### src/rtl/tpu_pkg.sv
// Shared types for the TPU datapath stages: default lane type and pooling FSM states.
package tpu_pkg;

    localparam int TPU_DATA_WIDTH = 16;

    typedef logic signed [TPU_DATA_WIDTH-1:0] lane_t;

    typedef enum logic {
        EMPTY = 1'b0,
        HALF  = 1'b1
    } pool_state_e;

endpackage

### src/rtl/max2.sv
// Combinational signed two-input maximum; building block for the pooling trees.
module max2 #(
    parameter int DATA_WIDTH = 16
) (
    input  logic signed [DATA_WIDTH-1:0] a_i,
    input  logic signed [DATA_WIDTH-1:0] b_i,
    output logic signed [DATA_WIDTH-1:0] max_o
);

    assign max_o = (a_i > b_i) ? a_i : b_i;

endmodule

### src/rtl/max_pool_2x2.sv
// Streaming 2x2 max-pool: buffers the even row, emits one pooled row per row pair,
// and flushes an unpaired row through a horizontal-only max when in_last arrives.
module max_pool_2x2
    import tpu_pkg::*;
#(
    parameter int DATA_WIDTH = 16,
    parameter int NUM_UNITS  = 16,
    parameter int CNT_WIDTH  = 16
) (
    input  logic                                   clk,
    input  logic                                   reset_n,
    input  logic                                   in_valid,
    output logic                                   in_ready,
    input  logic [NUM_UNITS-1:0][DATA_WIDTH-1:0]   in_data,
    input  logic                                   in_last,
    output logic                                   out_valid,
    input  logic                                   out_ready,
    output logic [NUM_UNITS/2-1:0][DATA_WIDTH-1:0] out_data,
    output logic                                   out_last,
    output logic [CNT_WIDTH-1:0]                   out_count
);

    localparam int NUM_OUT = NUM_UNITS / 2;

    generate
        if (NUM_UNITS % 2 != 0) begin : g_odd_units
            $error("max_pool_2x2: NUM_UNITS must be even");
        end
    endgenerate

    pool_state_e                           state_q, state_d;
    logic [NUM_UNITS-1:0][DATA_WIDTH-1:0]  row_buf_q, row_buf_d;
    logic                                  out_valid_q, out_valid_d;
    logic [NUM_OUT-1:0][DATA_WIDTH-1:0]    out_data_q, out_data_d;
    logic                                  out_last_q, out_last_d;
    logic [CNT_WIDTH-1:0]                  count_q, count_d;

    logic [NUM_OUT-1:0][DATA_WIDTH-1:0]    pair_max;
    logic [NUM_OUT-1:0][DATA_WIDTH-1:0]    quad_max;
    logic                                  accept, emit, load;

    // Per output lane: max of the incoming pair, max of the buffered pair, then both combined.
    generate
        for (genvar gi = 0; gi < NUM_OUT; gi++) begin : g_lane
            logic signed [DATA_WIDTH-1:0] in_max, buf_max, quad;

            max2 #(.DATA_WIDTH(DATA_WIDTH)) u_row_max (
                .a_i   (in_data[2*gi]),
                .b_i   (in_data[2*gi+1]),
                .max_o (in_max)
            );
            max2 #(.DATA_WIDTH(DATA_WIDTH)) u_buf_max (
                .a_i   (row_buf_q[2*gi]),
                .b_i   (row_buf_q[2*gi+1]),
                .max_o (buf_max)
            );
            max2 #(.DATA_WIDTH(DATA_WIDTH)) u_col_max (
                .a_i   (buf_max),
                .b_i   (in_max),
                .max_o (quad)
            );

            assign pair_max[gi] = in_max;
            assign quad_max[gi] = quad;
        end
    endgenerate

    assign in_ready = !out_valid_q || out_ready;
    assign accept   = in_valid && in_ready;
    assign emit     = out_valid_q && out_ready;
    assign load     = accept && ((state_q == HALF) || in_last);

    always_comb begin
        state_d     = state_q;
        row_buf_d   = row_buf_q;
        out_data_d  = out_data_q;
        out_last_d  = out_last_q;
        out_valid_d = out_valid_q;
        count_d     = count_q;

        if (accept) begin
            if (state_q == HALF) begin
                out_data_d = quad_max;
                out_last_d = in_last;
                state_d    = EMPTY;
            end else if (in_last) begin
                out_data_d = pair_max;
                out_last_d = 1'b1;
            end else begin
                row_buf_d = in_data;
                state_d   = HALF;
            end
        end

        // A load wins over an emit so back-to-back beats keep out_valid high.
        if (load) begin
            out_valid_d = 1'b1;
        end else if (emit) begin
            out_valid_d = 1'b0;
        end

        if (emit) begin
            count_d = out_last_q ? '0 : count_q + {{(CNT_WIDTH-1){1'b0}}, 1'b1};
        end
    end

    always_ff @(posedge clk or negedge reset_n) begin
        if (!reset_n) begin
            state_q     <= EMPTY;
            row_buf_q   <= '0;
            out_valid_q <= 1'b0;
            out_data_q  <= '0;
            out_last_q  <= 1'b0;
            count_q     <= '0;
        end else begin
            state_q     <= state_d;
            row_buf_q   <= row_buf_d;
            out_valid_q <= out_valid_d;
            out_data_q  <= out_data_d;
            out_last_q  <= out_last_d;
            count_q     <= count_d;
        end
    end

    assign out_valid = out_valid_q;
    assign out_data  = out_data_q;
    assign out_last  = out_last_q;
    assign out_count = count_q;

endmodule
### config.mk
export PLATFORM = sky130hd
export DESIGN_NAME = max_pool_2x2
export DESIGN_NICKNAME = d
export VERILOG_FILES = /design/src/rtl/tpu_pkg.sv /design/src/rtl/max2.sv /design/src/rtl/max_pool_2x2.sv
export SDC_FILE = /design/constraint.sdc
export NUM_CORES = 1
export LEC_CHECK = 0
export CAP_MARGIN = 40
export CORE_MARGIN = 10
export CORE_UTILIZATION = 40
export DETAILED_ROUTE_END_ITERATION = 10
export GPL_ROUTABILITY_DRIVEN = 0
export MAX_ROUTING_LAYER = met4
export PLACE_DENSITY = 0.63
export SYNTH_ARGS = -nofsm -noshare
export SYNTH_HDL_FRONTEND = slang
export SYNTH_SLANG_ARGS = --single-unit
### constraint.sdc
create_clock -name clk -period 4.77 [get_ports clk]
set_input_delay 0.7155 -clock clk [delete_from_list [all_inputs] [get_ports clk]]
set_output_delay 0.7155 -clock clk [all_outputs]
set_load 0.1 [all_outputs]
; Word level (Yosys, flattened, before mapping)
; Index checks and enable logic that the tools add are counted.
; Widths: inputs -> output; s select.
[word_totals]
reg_bits = 403
inputBits = 261
output_inout_bits = 147
word_cells = 98
[op_classes]
n_addsub = 1
n_lt_le_gt_ge = 24
n_mux = 33
bitwise_logic = 2
n_reduce_logical = 10
[ops]
columns = op, n
row1 = $mux 16, 25
row2 = $gt 16x16->1, 24
row3 = $mux 128, 2
row4 = $add 16x1->16 const B, 1
row5 = $mux 1, 6
row6 = $reduce_bool 2->1, 2
row7 = $logic_and 1x1->1, 3
row8 = $reduce_and 3->1, 1
row9 = $logic_or 1x1->1, 2
row10 = $not 1->1, 2
row11 = $reduce_and 2->1, 1
row12 = $logic_not 1->1, 1

; Depth between registers and ports, before layout
[depth]
ltp_word = 5
depth_mapped = 21
mapped_depth_nobuf = 17

; By module
; A second synthesis with hierarchy kept.
[hier_totals]
cells_unflattened = 2923
hier_area_um2 = 34290.4
[modules_own_cells]
columns = module, n_inst, cells_per_inst, area_per_inst_um2, seq_area_each_um2
row1 = max_pool_2x2, 1, 1051, 17804.6, 10084.7
row2 = max2, 24, 78, 686.9, 0.0

; Worst setup path after synthesis
; No wires, ideal clock.
[synth_path]
kind = in2reg
from = input in_data[21] (netlist bit)
to = register out_data_q (netlist bit out_data[10])
setup_time_ns = 0.154
arrival_time_ns = 4.901
t_required_ns = 4.616
slack_ns = -0.285
path_stages = 19
n_path_buf = 3
path_cell_list = inv_1 ha_1 a21oi_2 o21ai_1 a22o_4 or4_4 and3_4 buf_6 buf_12 a221oi_4 ha_1 and3_1 a221oi_1 o21ai_0 a311oi_1 mux2_2 nand2_1 clkbuf_1 o221ai_1
[synth_between]
elab_chain_cells = 5
elab_cells_between_ends = 6
classes_between = 2 x order compare / 4 x mux
[synth_rtl]
columns = element, line
row1 = from (decl), max_pool_2x2.sv:14  ; input logic [NUM_UNITS-1:0][DATA_WIDTH-1:0] in_data,
row2 = $gt 16x16->1, max2.sv:10  ; assign max_o = (a_i > b_i) ? a_i : b_i;
row3 = $mux 16 *, max2.sv:10
row4 = $gt 16x16->1, max2.sv:10
row5 = $mux 16, max2.sv:10
row6 = $mux 128 *, max_pool_2x2.sv:82  ; if (state_q == HALF) begin
row7 = to (signal assigned), max_pool_2x2.sv:119  ; out_data_q <= out_data_d;
row8 = to (decl), max_pool_2x2.sv:34  ; logic [NUM_OUT-1:0][DATA_WIDTH-1:0] out_data_q, out_data_d;
; Every way passes the cells marked *; elsewhere a longest branch is shown, timed or not. The select of a mux whose other input is x is not followed.
; A chain may end at the register's enable or synchronous reset.

; Worst setup path after layout
[layout_path]
from = input in_data[65] (netlist bit)
to = register out_data_q (netlist bit out_data[39])
; Same word-level chain as after synthesis.

==> impl_results.md <==
- Status: finished clean
- Cell row count: 98
- Worst min-delay path category: input port to async pin
- Number of synthesized flops with an enable pin: 0
- Clock Sinks: 403
- Worst EP required: 5270 ps
- CTS HTree Levels: 2
- Final setup vio count: 0
- Multi-input logic area: ~0.018 mm2
- Syn_area_per_cell: around 9.3 um2
- Reg clk slew, reported paths: 60 ps
- CP Max Fanout: 11
- Commonest non-fill, non-tap cell in the layout: buf_4
- FFs w/ async S/R, synth: 100%
- Net count after synthesis: roughly 3800
- Worst Setup End Kind: flop
- Detailed-route DRC error count: 0
- Final slew viol count: 0
- VDD IR max: 697 uV
- Die Wd: approximately 290 um
- Clk buf depth: 3
- Final Cycle Share: 99.7%
- Number of global-route vias before repair: 28187
- Fmax: 210 MHz
- FF-to-FF path depth: 22
- HPWL Detailed: 78.7 mm
- Crit path max-delay family: simple AND/OR/NAND/NOR gates
- Final WL: a little over 100 mm
- Synthesized flop and latch total: 403
- Leak: 21.0 nW
- Hold buffer count at cts: 0
- Crit-path max cell delay: roughly 500 ps
- DR pass1 iterations: 5
- Die footprint: 0.0840 mm2
- Sequential share of the synthesized area: between 30% and 40%
- Share of layout cells above drive strength 1: 25.3%
- Crit path time final: 4760 ps
- Chip Height: 290 um
- First-pass GRT wire length: 159 mm
- CORE AREA: 0.0719 mm2
- CTS tree: yes
- Worst hold slack: 163 ps
- DR WL/cell: between 15 and 20 um
- Register area: 0.0101 mm2
- Worst R2R End: out_data[39]
- Max stage delay cell, worst path: clkdlybuf4s50_1
- RSZ-0062 raised after global routing: true
- Worst setup SP type: input port
- PwrDens: 645 mW/mm2
- Initial drt markers: ~1400
- Routed Antenna Nets: 0
- Max capacitance violation total: 0
- Worst path bufs/invs: 3
- Design Power: 0.0282 W
- Clock skew: 19.8 ps
- YS warnings: 0
- WP data arrival: 5250 ps
- Netlist cell types: 81
- GRT Total Usage: 23.7%
- Cell Area, Synth: 0.0291 mm2
- Most frequent cells in the layout: buf_4, dfrtp_1, clkdlybuf4s50_1
- R2R setup slack: 70 ps
- Slew HR: between 40% and 50%
- Largest net degree at the start of global routing: 102
- IO buf count: between 400 and 500
- Crit path kind: input port to flop
- Final Hold Fails: 0
- Ys flop type: dfrtp_1
- Worst slew pin tran: 807 ps
- CTS Buf Count: 51
- Vias per Instance: approximately 5.4
- CP most frequent cell: ha_1
- Starting density of the core: 40.5%
- Mapped Cells: 3139
- Worst skew pair latency: 590 ps
- Vias: about 28000
- Final Core Density: 60.9%
- Top Ports: roughly 410
- Crit path cell chain: clkdlybuf4s50_1 > ha_1 > nor2b_1 > o211ai_1 > a2111oi_2 > nor4b_2 > mux2_2 > buf_4 > mux2i_1 > ha_1 > nand4_1 > nor3_2 > a211oi_2 > and4b_1 > or4_4 > buf_6 > o221ai_1
- CTS Root Cell: clkbuf_16
- Total gr overflow: 0
- Antenna violations before repair: 13
- Layout net count: 4762
- Area growth, synth to finish: 50.3%
- R2R Path Start: row_buf_q[93]
- Fillers: 5986
==> cells in the mapped netlist (all sizes together), types with 3 or more instances <==
| library cell | instances | area share [%] |
|---|---|---|
| a2111oi | 5 | 0.15 |
| nor2 | 58 | 0.75 |
| mux2 | 131 | 5.1 |
| nor3 | 33 | 0.58 |
| mux2i | 152 | 5.3 |
| o21bai | 8 | 0.21 |
| a21o | 54 | 1.4 |
| nand2 | 326 | 4.2 |
| a21boi | 5 | 0.13 |
| xor2 | 7 | 0.21 |
| a31oi | 20 | 0.43 |
| a221oi | 49 | 2.1 |
| a211oi | 26 | 0.67 |
| nand3 | 49 | 0.84 |
| nor4 | 8 | 0.19 |
| nor2b | 23 | 0.49 |
| o211a | 3 | 0.10 |
| and3 | 13 | 0.30 |
| o211ai | 47 | 1.2 |
| nand4 | 104 | 2.2 |
| or4 | 8 | 0.22 |
| and4 | 12 | 0.36 |
| ha | 385 | 17 |
| dfrtp | 403 | 35 |
| o221ai | 76 | 2.4 |
| o31ai | 37 | 0.97 |
| nor3b | 16 | 0.41 |
| o41ai | 4 | 0.12 |
| xnor2 | 3 | 0.090 |
| clkbuf | 108 | 1.4 |
| buf | 38 | 0.87 |
| a22o | 19 | 0.60 |
| a22oi | 3 | 0.077 |
| and2 | 37 | 0.79 |
| a21oi | 204 | 3.5 |
| o21ai | 224 | 3.9 |
| or2 | 8 | 0.17 |
| nand2b | 9 | 0.19 |
| or3 | 7 | 0.15 |
| o21a | 12 | 0.31 |
| a211o | 6 | 0.18 |
| inv | 376 | 4.8 |
==> layout make-up <==
class,count,area share [%]
multi-input cells,2216,40.8
inverters,376,3.23
flip-flops and latches,403,23.0
well taps,950,2.72
clock buffers,74,3.46
diodes,14,0.0800
repair buffers,1068,26.0
clock inverters,20,0.666
==> kinds of logic after synthesis <==
kind of cell               count (synthesis)  synth area share [%]
and+or+nand+nor                          720                  12.2
adders and majority gates                385                  16.5
buffers and inverters                    522                  7.11
muxes                                    283                  10.4
AOI/OAI and AO/OA                        816                  18.9
DFF                                      403                  34.6
xor gates and xnor gates                  10                 0.301
==> layer usage <==
metal	wire (um)	vias up	global-route usage, %	part of all wire [%]
met3	5360	162	4.09	5.3
met4	2410	0	5.97	2.4
met1	45000	13297	29.7	44
li1	-	13387	-	-
met5	0	-	-	0
met2	48600	730	39.3	48
==> worst max path at each step <==
stage	from	to	slack, ps	depth (start not counted)
global placement	in_data[12]	out_data[0]	-570	17
CTS	in_data[190]	out_data[91]	5	19
global route	in_data[91]	out_data[44]	-110	21
floorplan	in_data[27]	out_data[15]	0.8	20
finish	in_data[65]	out_data[39]	10	17
detailed placement	in_data[253]	out_data[117]	-700	19
==> sequential cells by signal, indices dropped and copies added, names as in the netlist <==
signal,count
out_count,16
out_data,128
out_last,1
out_valid,1
row_buf_q,256
state_q,1
==> worst register-to-register path: stages (launching register included) <==
cell	delay, ps
dfrtp_1	380
inv_1	60
ha_1	310
nand4_1	170
nor3_2	70
a21boi_1	140
nor4_2	330
buf_4	190
mux2i_4	360
clkbuf_16	220
buf_4	110
mux2i_2	260
inv_1	70
ha_1	200
a21oi_1	130
o21ai_0	100
buf_4	160
a211o_1	290
nand3b_1	110
a21oi_1	90
or4_4	510
buf_6	170
o221ai_1	180
==> where the power goes <==
part	total (W)	leakage, nW	switching, W	internal, W
registers	0.00560	4.92	0.000971	0.00463
clock network	0.00419	0.895	0.00162	0.00257
logic	0.0184	15.2	0.0105	0.00788
==> metrics by stage <==
step	worst slack (ps)	setup TNS [ps]	instance area, um2	cells
6_report	13.4	0	43800	5121
3_5_place_dp	-696	-58210	41100	4998
2_1_floorplan	0.833	0	29300	3139
4_1_cts	5.04	0	43000	5092
5_1_grt	-112	-2310	43800	5118
3_3_place_gp	-569	-49550	38000	4850
==> timing repair <==
action,CTS,global route
setup endpoints to repair,34,112
cloned,0,4
pin swaps,0,28
gates resized for setup,8,120
setup buffers,0,12
Power figures use the tool's default switching activity.
